[config.mk]
export PLATFORM = sky130hd
export DESIGN_NAME = key_debounce
export DESIGN_NICKNAME = d
export VERILOG_FILES = /design/src/rtl/key_debounce.sv
export SDC_FILE = /design/constraint.sdc
export NUM_CORES = 1
export LEC_CHECK = 0
export ABC_AREA = 1
export CELL_PAD_IN_SITES_DETAIL_PLACEMENT = 1
export CELL_PAD_IN_SITES_GLOBAL_PLACEMENT = 2
export CORE_MARGIN = 1
export CORE_UTILIZATION = 39
export DETAILED_ROUTE_END_ITERATION = 6
export PLACE_DENSITY_LB_ADDON = 0.25
export SLEW_MARGIN = 25
export SYNTH_ARGS = -nofsm -noshare
export SYNTH_HDL_FRONTEND = slang
export SYNTH_SLANG_ARGS = --single-unit
[constraint.sdc]
create_clock -name clk -period 17.35 [get_ports clk]
set_input_delay 3.47 -clock clk [delete_from_list [all_inputs] [get_ports clk]]
set_output_delay 3.47 -clock clk [all_outputs]
set_load 0.01 [all_outputs]
[src/rtl/key_debounce.sv]
// Push-button conditioner: two-flop synchroniser, per-key debounce counter,
// registered level/press/release outputs and optional typematic press strobes.
module key_debounce #(
  parameter int N_KEYS        = 4,
  parameter int ACTIVE_LOW    = 1,
  parameter int DB_CYCLES     = 250000,
  parameter int REPEAT_EN     = 1,
  parameter int REPEAT_DELAY  = 12500000,
  parameter int REPEAT_PERIOD = 2500000
) (
  input  logic              clk,
  input  logic              reset,
  input  logic [N_KEYS-1:0] keys_raw,
  output logic [N_KEYS-1:0] keys_level,
  output logic [N_KEYS-1:0] keys_press,
  output logic [N_KEYS-1:0] keys_release
);

  localparam int CW   = $clog2(DB_CYCLES + 1);
  localparam int RMAX = (REPEAT_DELAY > REPEAT_PERIOD) ? REPEAT_DELAY : REPEAT_PERIOD;
  localparam int RW   = $clog2(RMAX + 1);
  localparam logic [N_KEYS-1:0] IDLE_RAW = (ACTIVE_LOW != 0) ? '1 : '0;

  logic [N_KEYS-1:0] s1, s2, sync;
  logic [N_KEYS-1:0] accept;
  logic [N_KEYS-1:0] rep_fire;
  logic [CW-1:0]     cnt [N_KEYS];

  // Synchroniser idles at the released pin level so reset never looks like a press.
  always_ff @(posedge clk or posedge reset) begin
    if (reset) begin
      s1 <= IDLE_RAW;
      s2 <= IDLE_RAW;
    end else begin
      s1 <= keys_raw;
      s2 <= s1;
    end
  end

  always_comb begin
    sync = (ACTIVE_LOW != 0) ? ~s2 : s2;
  end

  always_comb begin
    accept = '0;
    for (int unsigned i = 0; i < N_KEYS; i++) begin
      accept[i] = (sync[i] != keys_level[i]) && (cnt[i] == CW'(DB_CYCLES - 1));
    end
  end

  always_ff @(posedge clk or posedge reset) begin
    if (reset) begin
      for (int unsigned i = 0; i < N_KEYS; i++) begin
        cnt[i] <= '0;
      end
      keys_level   <= '0;
      keys_press   <= '0;
      keys_release <= '0;
    end else begin
      for (int unsigned i = 0; i < N_KEYS; i++) begin
        if ((sync[i] == keys_level[i]) || accept[i]) begin
          cnt[i] <= '0;
        end else begin
          cnt[i] <= cnt[i] + 1'b1;
        end
      end
      keys_level   <= (keys_level & ~accept) | (sync & accept);
      keys_press   <= (accept & sync) | rep_fire;
      keys_release <= accept & ~sync;
    end
  end

  generate
    if (REPEAT_EN != 0) begin : g_rep
      typedef enum logic {WAIT_FIRST, REPEATING} rep_state_t;

      rep_state_t    state    [N_KEYS];
      rep_state_t    state_nx [N_KEYS];
      logic [RW-1:0] rcnt     [N_KEYS];
      logic [RW-1:0] rcnt_nx  [N_KEYS];

      always_ff @(posedge clk or posedge reset) begin
        if (reset) begin
          for (int unsigned i = 0; i < N_KEYS; i++) begin
            state[i] <= WAIT_FIRST;
            rcnt[i]  <= '0;
          end
        end else begin
          for (int unsigned i = 0; i < N_KEYS; i++) begin
            state[i] <= state_nx[i];
            rcnt[i]  <= rcnt_nx[i];
          end
        end
      end

      // Any accepted transition (press or release) restarts the delay phase.
      always_comb begin
        for (int unsigned i = 0; i < N_KEYS; i++) begin
          state_nx[i] = state[i];
          rcnt_nx[i]  = rcnt[i];
          if (accept[i]) begin
            state_nx[i] = WAIT_FIRST;
            rcnt_nx[i]  = '0;
          end else if (keys_level[i]) begin
            if (rep_fire[i]) begin
              state_nx[i] = REPEATING;
              rcnt_nx[i]  = '0;
            end else begin
              rcnt_nx[i] = rcnt[i] + 1'b1;
            end
          end
        end
      end

      always_comb begin
        rep_fire = '0;
        for (int unsigned i = 0; i < N_KEYS; i++) begin
          if (keys_level[i] && !accept[i]) begin
            if (state[i] == WAIT_FIRST) begin
              rep_fire[i] = (rcnt[i] == RW'(REPEAT_DELAY - 1));
            end else begin
              rep_fire[i] = (rcnt[i] == RW'(REPEAT_PERIOD - 1));
            end
          end
        end
      end
    end else begin : g_norep
      always_comb begin
        rep_fire = '0;
      end
    end
  endgenerate

endmodule

Word level (Yosys, flattened, before mapping):

Index checks and enable logic that the tools add are counted.

* bits in registers: 192
* bits of input ports: 6
* output and inout port bits: 12
* logic and storage cells: 117

* $add $sub $neg: 8
* eq/ne operators: 20
* multiplexer cells: 36
* bitwise gates (word level): 8
* reduce and logical (&&, ||, !) cells: 28

Operators with widths (number)
* $mux 24: 12
* $add 24x1->24 const B: 4
* $eq 24x22->1 const B: 4
* $eq 24x24->1 const B: 4
* $add 18x1->18 const B: 4
* $eq 18x18->1 const B: 4
* $mux 18: 4
* $mux 1: 20
* $reduce_bool 2->1: 8
* $and 4x4->4: 3
* $not 4->4: 3
* $logic_and 1x1->1: 8
* $or 4x4->4: 2
* $reduce_and 2->1: 4
* $eq 1x1->1: 4
* $logic_not 1->1: 4
* $logic_or 1x1->1: 4
* $ne 1x1->1: 4

Longest topological paths before layout:

Gate-level depths: netlist of the first run.

* word-level depth: 9
* gate-level depth with buffers: 11
* depth with buffers taken out: 10

Worst setup path after synthesis of the first run:

Ideal clock, no wire load.

* path type: flip-flop to output port
* start point: register (tool-made name)
* end point: output keys_level[3]
* arrival time: 0.407 ns
* path slack: 13.473 ns
* cell stages (with the launch flop): 1
* path buffers: 0
* cell sequence: dfrtp_1

RTL lines
* end: declaration: line 14 `output logic [N_KEYS-1:0] keys_level,`

==> metrics.md, run 1 <==
| Metric | Value |
|---|---|
| Synth async-reset ratio | `100%` |
| Die height | `182 microns` |
| Final period util | `32.4%` |
| Clock Tree Root | `clkbuf_16` |
| Number of detailed-route iterations in the first pass | `5` |
| # nets final | `1,886` |
| Share of layout cells above drive strength 1 | `5.99%` |
| Number of synthesized flops with an enable pin | `0` |
| Routed length on met1 | `17,300 microns` |
| P_leak | `6.29 nW` |
| Synth area leader | `dfrtp_1` |
| Status | `finished, final reports clean` |
| Clock slew at reported path FFs | `70 ps` |
| CTS tree | `done` |
| Final Hold Viols | `0` |
| Max stage delay on crit path | `1000 ps` |
| FILL cells | `4,141` |
| Number of global-route vias before repair | `12,500` |
| Peak VDD IR | `0.0752 mV` |
| Area share of the largest cell type after synthesis | `36.5%` |
| Core Util, Final | `43.1%` |
| Slew headroom | `33.0%` |
| Total Die Area | `33,000 sq um` |
| CTS resizes | `0` |
| Metal2 WL | `17,600 microns` |
| Final min period | `5620 ps` |
| Synthesized instance count | `1,875` |
| Die X-Extent | `182 microns` |
| Core Box Area | `31,600 sq um` |
| Initial Util | `39.8%` |
| Critical path type | `reg -> out` |
| Vias per cell | `5.19` |
| Critical Path AT | `2150 ps` |
| Slew Viols, Final | `0` |
| PortBufs | `17` |
| Top post-synthesis cells by area | `dfrtp_1 37%, nand2_1 18%, nor2_1 9.0%` |
| Via count | `11,900` |
| Setup WS post-layout | `11,730 ps` |
| Synth cell types | `44` |
| Mapped Area | `12,600 sq um` |
| Routed WL | `35,900 microns` |
| Synthesized area per cell | `6.72 sq um` |
| DR top layer | `met4` |
| Post-synth top flop | `dfrtp_1` |
| Met3 WL | `565 microns` |
| DRT antenna net count | `0` |
| RSZ-0062 raised after global routing | `false` |
| CTS H-Tree Depth | `4` |
| Setup repair bufs after CTS | `0` |
| Cts bufs inserted | `17` |
| Hold/Removal Path Class | `reg -> reg` |
| Max-Cap Viols | `0` |
| Layout area overhead | `8.18%` |
| Wirelength per Cell | `15.7 microns` |
| FP Rows | `65` |
| Place WS | `11,570 ps` |
| Clock Skews | `13.6 ps` |
| Pwr/cell area | `65.7 nW/um^2` |
| GP Congestion | `0.865` |
| Final-report setup violation count | `0` |
| Worst-Skew Late Latency | `450 ps` |
| CTS hold repair buffers | `0` |
| DRC | `0` |
| Crit end category | `output port` |
| Setup TNS | `0 ps` |
| Gr usage total | `23.0%` |
| CP Buf/Inv Count | `1` |
| Synth Warn # | `0` |
| Dpl hpwl | `26,200 microns` |
| Ports | `18` |
| Clock buffer depth | `2` |
| Diodes inserted | `0` |
| Top fanout value on the critical path | `26` |
| First-pass GRT wire length | `62,000 microns` |
| Synthesized flop and latch total | `192` |
| Sink Count | `192` |
| CP max stage cell | `dfrtp_1` |
| Worst Setup Start Kind | `flop` |
| Crit-path cells | `clkdlybuf4s50_1` |
| Net Count, Synth | `1,889` |
| Achievable clock frequency | `178 MHz` |
| Initial antenna violation count | `0` |
| Iter 0 DRT Violations | `615` |
| Worst Path Required | `13,880 ps` |
| Grt ovf | `0` |
| Worst Max-Slew Pin Slew | `1010 ps` |
| Largest net degree at the start of global routing | `121` |
| Critical path's top delay family | `flip-flops` |
| Register area share after synthesis | `38.2%` |
per-layer routing:
layer,vias up,GRT usage [%]
met1,5806,30.2
met4,0,5.42
li1,5946,-
met3,32,2.97
met2,86,40.0
met5,-,0
registers in the layout, indices dropped and copies added, names as in the netlist, named ones only:
signal	count
g_rep.state	4
s2	4
keys_release	4
cnt	72
s1	4
keys_press	4
g_rep.rcnt	96
final cells by class:
class | count | area [sq um] | share of cell area, %
Timing Repair Buffer | 22 | 226 | 1.66
Inverter | 232 | 883 | 6.48
Multi-Input combinational cell | 1407 | 6600 | 48.4
Clock buffer | 19 | 453 | 3.32
Clock inverter | 13 | 149 | 1.09
Sequential cell | 192 | 4810 | 35.3
Tap cell | 402 | 503 | 3.69
layout by cell type, fill, tap and decap left out, types with 3 or more instances in the layout:
cell / n
dfstp_2: 8
nor2_4: 6
nand2_2: 11
o21bai_1: 3
clkbuf_16: 17
nand3b_1: 5
nor3b_1: 29
o21ai_0: 37
nor2_1: 303
nand4_1: 113
nor2_2: 18
a31oi_1: 5
nand3_1: 126
inv_6: 5
dfrtp_1: 184
xnor2_1: 19
xor2_1: 34
nor4_1: 4
clkdlybuf4s50_1: 17
nand2_1: 592
inv_2: 12
ha_1: 8
a21oi_1: 19
nand3_2: 8
nor3_1: 51
inv_1: 215
stage by stage:
| step | power (W) | hold slack, ps | area, sq um | instances |
|---|---|---|---|---|
| after floorplan | 0.000476 | 345 | 12600 | 1875 |
| final | 0.000895 | 357 | 13600 | 2287 |
| after global placement | 0.000483 | 346 | 13000 | 2253 |
| after CTS | 0.000908 | 359 | 13600 | 2287 |
| after detailed placement | 0.000484 | 347 | 13000 | 2255 |
| after global routing | 0.000926 | 360 | 13600 | 2287 |
worst register-to-register path, stage by stage (launching register included):
cell,delay (ps)
dfrtp_1,1000
nand2_1,110
inv_1,120
or2_1,200
nand4_1,530
buf_8,370
nand4_1,80
o21ai_0,100
synthesized netlist by cell type (all sizes together) (3+ instances only):
| cell type | instances |
|---|---|
| o21ai | 39 |
| nor2 | 327 |
| nand3b | 6 |
| o21bai | 3 |
| a21oi | 21 |
| nand4 | 113 |
| a31oi | 5 |
| dfrtp | 184 |
| clkbuf | 4 |
| xor2 | 34 |
| nand3 | 134 |
| ha | 8 |
| nand2 | 605 |
| nor4 | 4 |
| or2 | 3 |
| inv | 230 |
| buf | 40 |
| dfstp | 8 |
| xnor2 | 19 |
| nor3 | 52 |
| nor3b | 29 |
path summary, 6_finish.rpt:
kind | slack (ps) | endpoint | depth (start not counted) | from
max in group asynchronous | 12530 | cnt[31] | 3 | reset
max | 11730 | keys_level[2] | 1 | flop
max reg2reg | 14720 | g_rep.rcnt[33] | 7 | flop
min | 360 | s2[0] | 0 | s1[0]
min reg2reg | 360 | s2[0] | 0 | s1[0]
min in group asynchronous | 3620 | keys_release[1] | 2 | reset
where the power goes:
group          total [W]  internal [W]  leakage [nW]  switching [W]
clock           0.000421      0.000224         0.293       0.000198
sequential      0.000454      0.000451          2.65     0.00000313
combinational  0.0000193    0.00000415          3.35      0.0000151
total           0.000895      0.000679          6.29       0.000216
kinds of logic (layout without fill, tap and decap cells):
| group | after synthesis | count (layout) | synth area share (%) |
|---|---|---|---|
| AOI/OAI and AO/OA | 71 | 71 | 3.17 |
| xor gates and xnor gates | 53 | 53 | 3.68 |
| adders and majority gates | 8 | 8 | 0.795 |
| buffers and inverters | 276 | 286 | 9.40 |
| DFF | 192 | 192 | 38.2 |
| and+or+nand+nor | 1275 | 1275 | 44.7 |
(Power assumes the default switching activity.)
==> run 2, diff against run 1 <==
--- a/config.mk
+++ b/config.mk
@@ -9,7 +9,7 @@
 export CELL_PAD_IN_SITES_DETAIL_PLACEMENT = 1
 export CELL_PAD_IN_SITES_GLOBAL_PLACEMENT = 2
 export CORE_MARGIN = 1
-export CORE_UTILIZATION = 39
+export CORE_UTILIZATION = 33
 export DETAILED_ROUTE_END_ITERATION = 6
 export PLACE_DENSITY_LB_ADDON = 0.25
 export SLEW_MARGIN = 25
==> constraint.sdc (replaced) <==
create_clock -name clk -period 4.85 [get_ports clk]
set_input_delay 0.97 -clock clk [delete_from_list [all_inputs] [get_ports clk]]
set_output_delay 0.97 -clock clk [all_outputs]
set_load 0.01 [all_outputs]
==> run 2 against run 1 <==
Against the previous run: combinational power rose to 3.7 times the previous value; sequential share of layout area down 0.44 points; clock skew grew 6.4 ps; critical path type unchanged; die area up 18%; cell count rose by 4.8%; via count down 0.45%; setup slack worse by 9800 ps; clock-buffer cell count decreased by 1; power rose to 3.6 times the previous value; critical path depth unchanged.
==> metrics.md, run 2 (same netlist as run 1, synthesis figures left out) <==
| Metric | Value |
|---|---|
| Slew headroom | `45.2%` |
| Ports | `18` |
| Worst Max-Slew Pin Slew | `822 ps` |
| Sink Count | `192` |
| Dpl hpwl | `27,100 microns` |
| Clock share of power | `47.4%` |
| Placed Area | `13,200 sq um` |
| Setup TNS | `0 ps` |
| FP Rows | `71` |
| R2R depth | `4` |
| Grt ovf | `0` |
| Register-to-register setup slack | `2560 ps` |
| Setup repair bufs after CTS | `0` |
| Final Hold Viols | `0` |
| Critical Path AT | `1960 ps` |
| Wirelength per Cell | `15.3 microns` |
| Core Util, Final | `36.7%` |
| CP max stage cell | `dfrtp_1` |
| Sw Pwr | `0.000768 W` |
| Final min period | `2930 ps` |
| Cts bufs inserted | `17` |
| CTS hold repair buffers | `0` |
| Clock Skews | `20.0 ps` |
| Worst Path Required | `3880 ps` |
| Total Die Area | `39,000 sq um` |
| Reg with most FFs | `g_rep.rcnt` |
| Layout area overhead | `9.53%` |
| Vias per cell | `4.93` |
| Gr busiest metal | `met2` |
| RSZ-0062 raised after global routing | `false` |
| Gr usage total | `19.9%` |
| Global Route met3 Usage | `2.58%` |
| Final period util | `60.3%` |
| Fin cells | `2,397` |
| Via count | `11,800` |
| Clock Tree Root | `clkbuf_16` |
| Iter 0 DRT Violations | `520` |
| CP Buf/Inv Count | `1` |
| Max-Cap Viols | `0` |
| FF-to-FF End | `g_rep.rcnt[70]` |
| DRC | `0` |
| Met2 global-route usage | `34.7%` |
| First-pass GRT wire length | `63,400 microns` |
| Biggest regs | `g_rep.rcnt x96, cnt x72` |
| Number of global-route vias before repair | `12,500` |
| GP Congestion | `0.826` |
| Diodes inserted | `0` |
| CTS tree | `done` |
| Largest net degree at the start of global routing | `91` |
| Share of layout cells above drive strength 1 | `5.99%` |
| # nets final | `1,888` |
| Critical path type | `reg -> out` |
| Clock slew at reported path FFs | `70 ps` |
| Comb power frac | `2.2%` |
| Critical path's top delay family | `flip-flops` |
| Initial antenna violation count | `0` |
| Pwr/cell area | `234 nW/um^2` |
| GR met1 Demand/Resource | `26.3%` |
| Slew Viols, Final | `0` |
| Core Box Area | `37,600 sq um` |
| PortBufs | `17` |
| Most frequent cells in the layout | `592 x nand2_1, 303 x nor2_1, 215 x inv_1, 184 x dfrtp_1, 126 x nand3_1` |
| Switch share | `23.8%` |
| Internal Power | `0.00246 W` |
| Crit-path cells | `clkdlybuf4s50_1` |
| CTS H-Tree Depth | `4` |
| Die height | `197 microns` |
| Crit end category | `output port` |
| Max reg flops | `96` |
| P_leak | `6.30 nW` |
| CP endpoint | `keys_level[1]` |
| Cells after DPL | `2,366` |
| Max stage delay on crit path | `840 ps` |
| Most common cell after layout, fill and taps aside | `nand2_1` |
| DRT antenna net count | `0` |
| Part of the power in registers | `50.4%` |
| Final Power | `0.00322 W` |
| Top fanout value on the critical path | `20` |
| Worst Setup Start Kind | `flop` |
| Critical path depth in cells | `1` |
| Initial Util | `33.5%` |
| Peak VDD IR | `0.209 mV` |
| Final instance area | `13,800 sq um` |
| CTS resizes | `0` |
| Achievable clock frequency | `342 MHz` |
| Number of detailed-route iterations in the first pass | `5` |
| Clock buffer depth | `2` |
| Status | `finished, final reports clean` |
| Die X-Extent | `197 microns` |
| Hold/Removal Path Class | `reg -> reg` |
| Final-report setup violation count | `0` |
| Routed WL | `36,700 microns` |
| Worst-Skew Late Latency | `460 ps` |
[run 2: cell types whose count changed in the layout (fill, tap and decap cells not counted)]
| cell | change |
|---|---|
| clkbuf_1 | +1 |
| clkinv_2 | -1 |
| inv_6 | -1 |
| buf_8 | -1 |
| clkbuf_8 | -2 |
| buf_12 | +2 |
| bufinv_16 | +1 |
| buf_4 | +1 |
| clkinv_4 | +1 |
[run 2: metrics by stage]
step	hold slack (ps)	setup WS (ps)
5_1_grt	363	1870
3_5_place_dp	347	2360
3_3_place_gp	346	2300
2_1_floorplan	345	1410
6_report	357	1920
4_1_cts	358	1920
[run 2: final cells by class]
class	instances	area, sq um
clock buffers	18	429
flip-flops and latches	192	4810
clock inverters	13	178
multi-input cells	1407	6600
fillers	4844	23800
well taps	511	639
inverters	232	880
repair buffers	24	259
[run 2: worst min-delay path by stage]
| stage | depth (start not counted) | from | endpoint |
|---|---|---|---|
| finish | 0 | s1[1] | s2[1] |
| global route | 0 | s1[3] | s2[3] |
| CTS | 0 | s1[1] | s2[1] |
| detailed placement | 0 | s1[1] | s2[1] |
| global placement | 0 | s1[2] | s2[2] |
| floorplan | 0 | s1[0] | s2[0] |
[run 2: power groups by stage]
| stage | clock network (W) | registers (W) | logic, W |
|---|---|---|---|
| after floorplan | 0 | 0.00165 | 0.0000499 |
| after global placement | 0 | 0.00166 | 0.0000744 |
| after detailed placement | 0 | 0.00166 | 0.0000761 |
| after CTS | 0.00157 | 0.00163 | 0.0000762 |
| after global routing | 0.00163 | 0.00163 | 0.0000836 |
| final | 0.00153 | 0.00163 | 0.0000715 |
[run 2: worst register-to-register path, cell delays in order, from the launching register on]
cell	delay, ps
dfrtp_1	840
xnor2_1	240
nand4_1	640
nand4_1	320
o21ai_0	120
[run 2: routing by layer]
| layer | vias to the layer above | share of wire [%] |
|---|---|---|
| li1 | 5942 | - |
| met4 | 0 | 1.1 |
| met5 | - | 0 |
| met2 | 76 | 48 |
| met3 | 31 | 1.9 |
| met1 | 5767 | 49 |
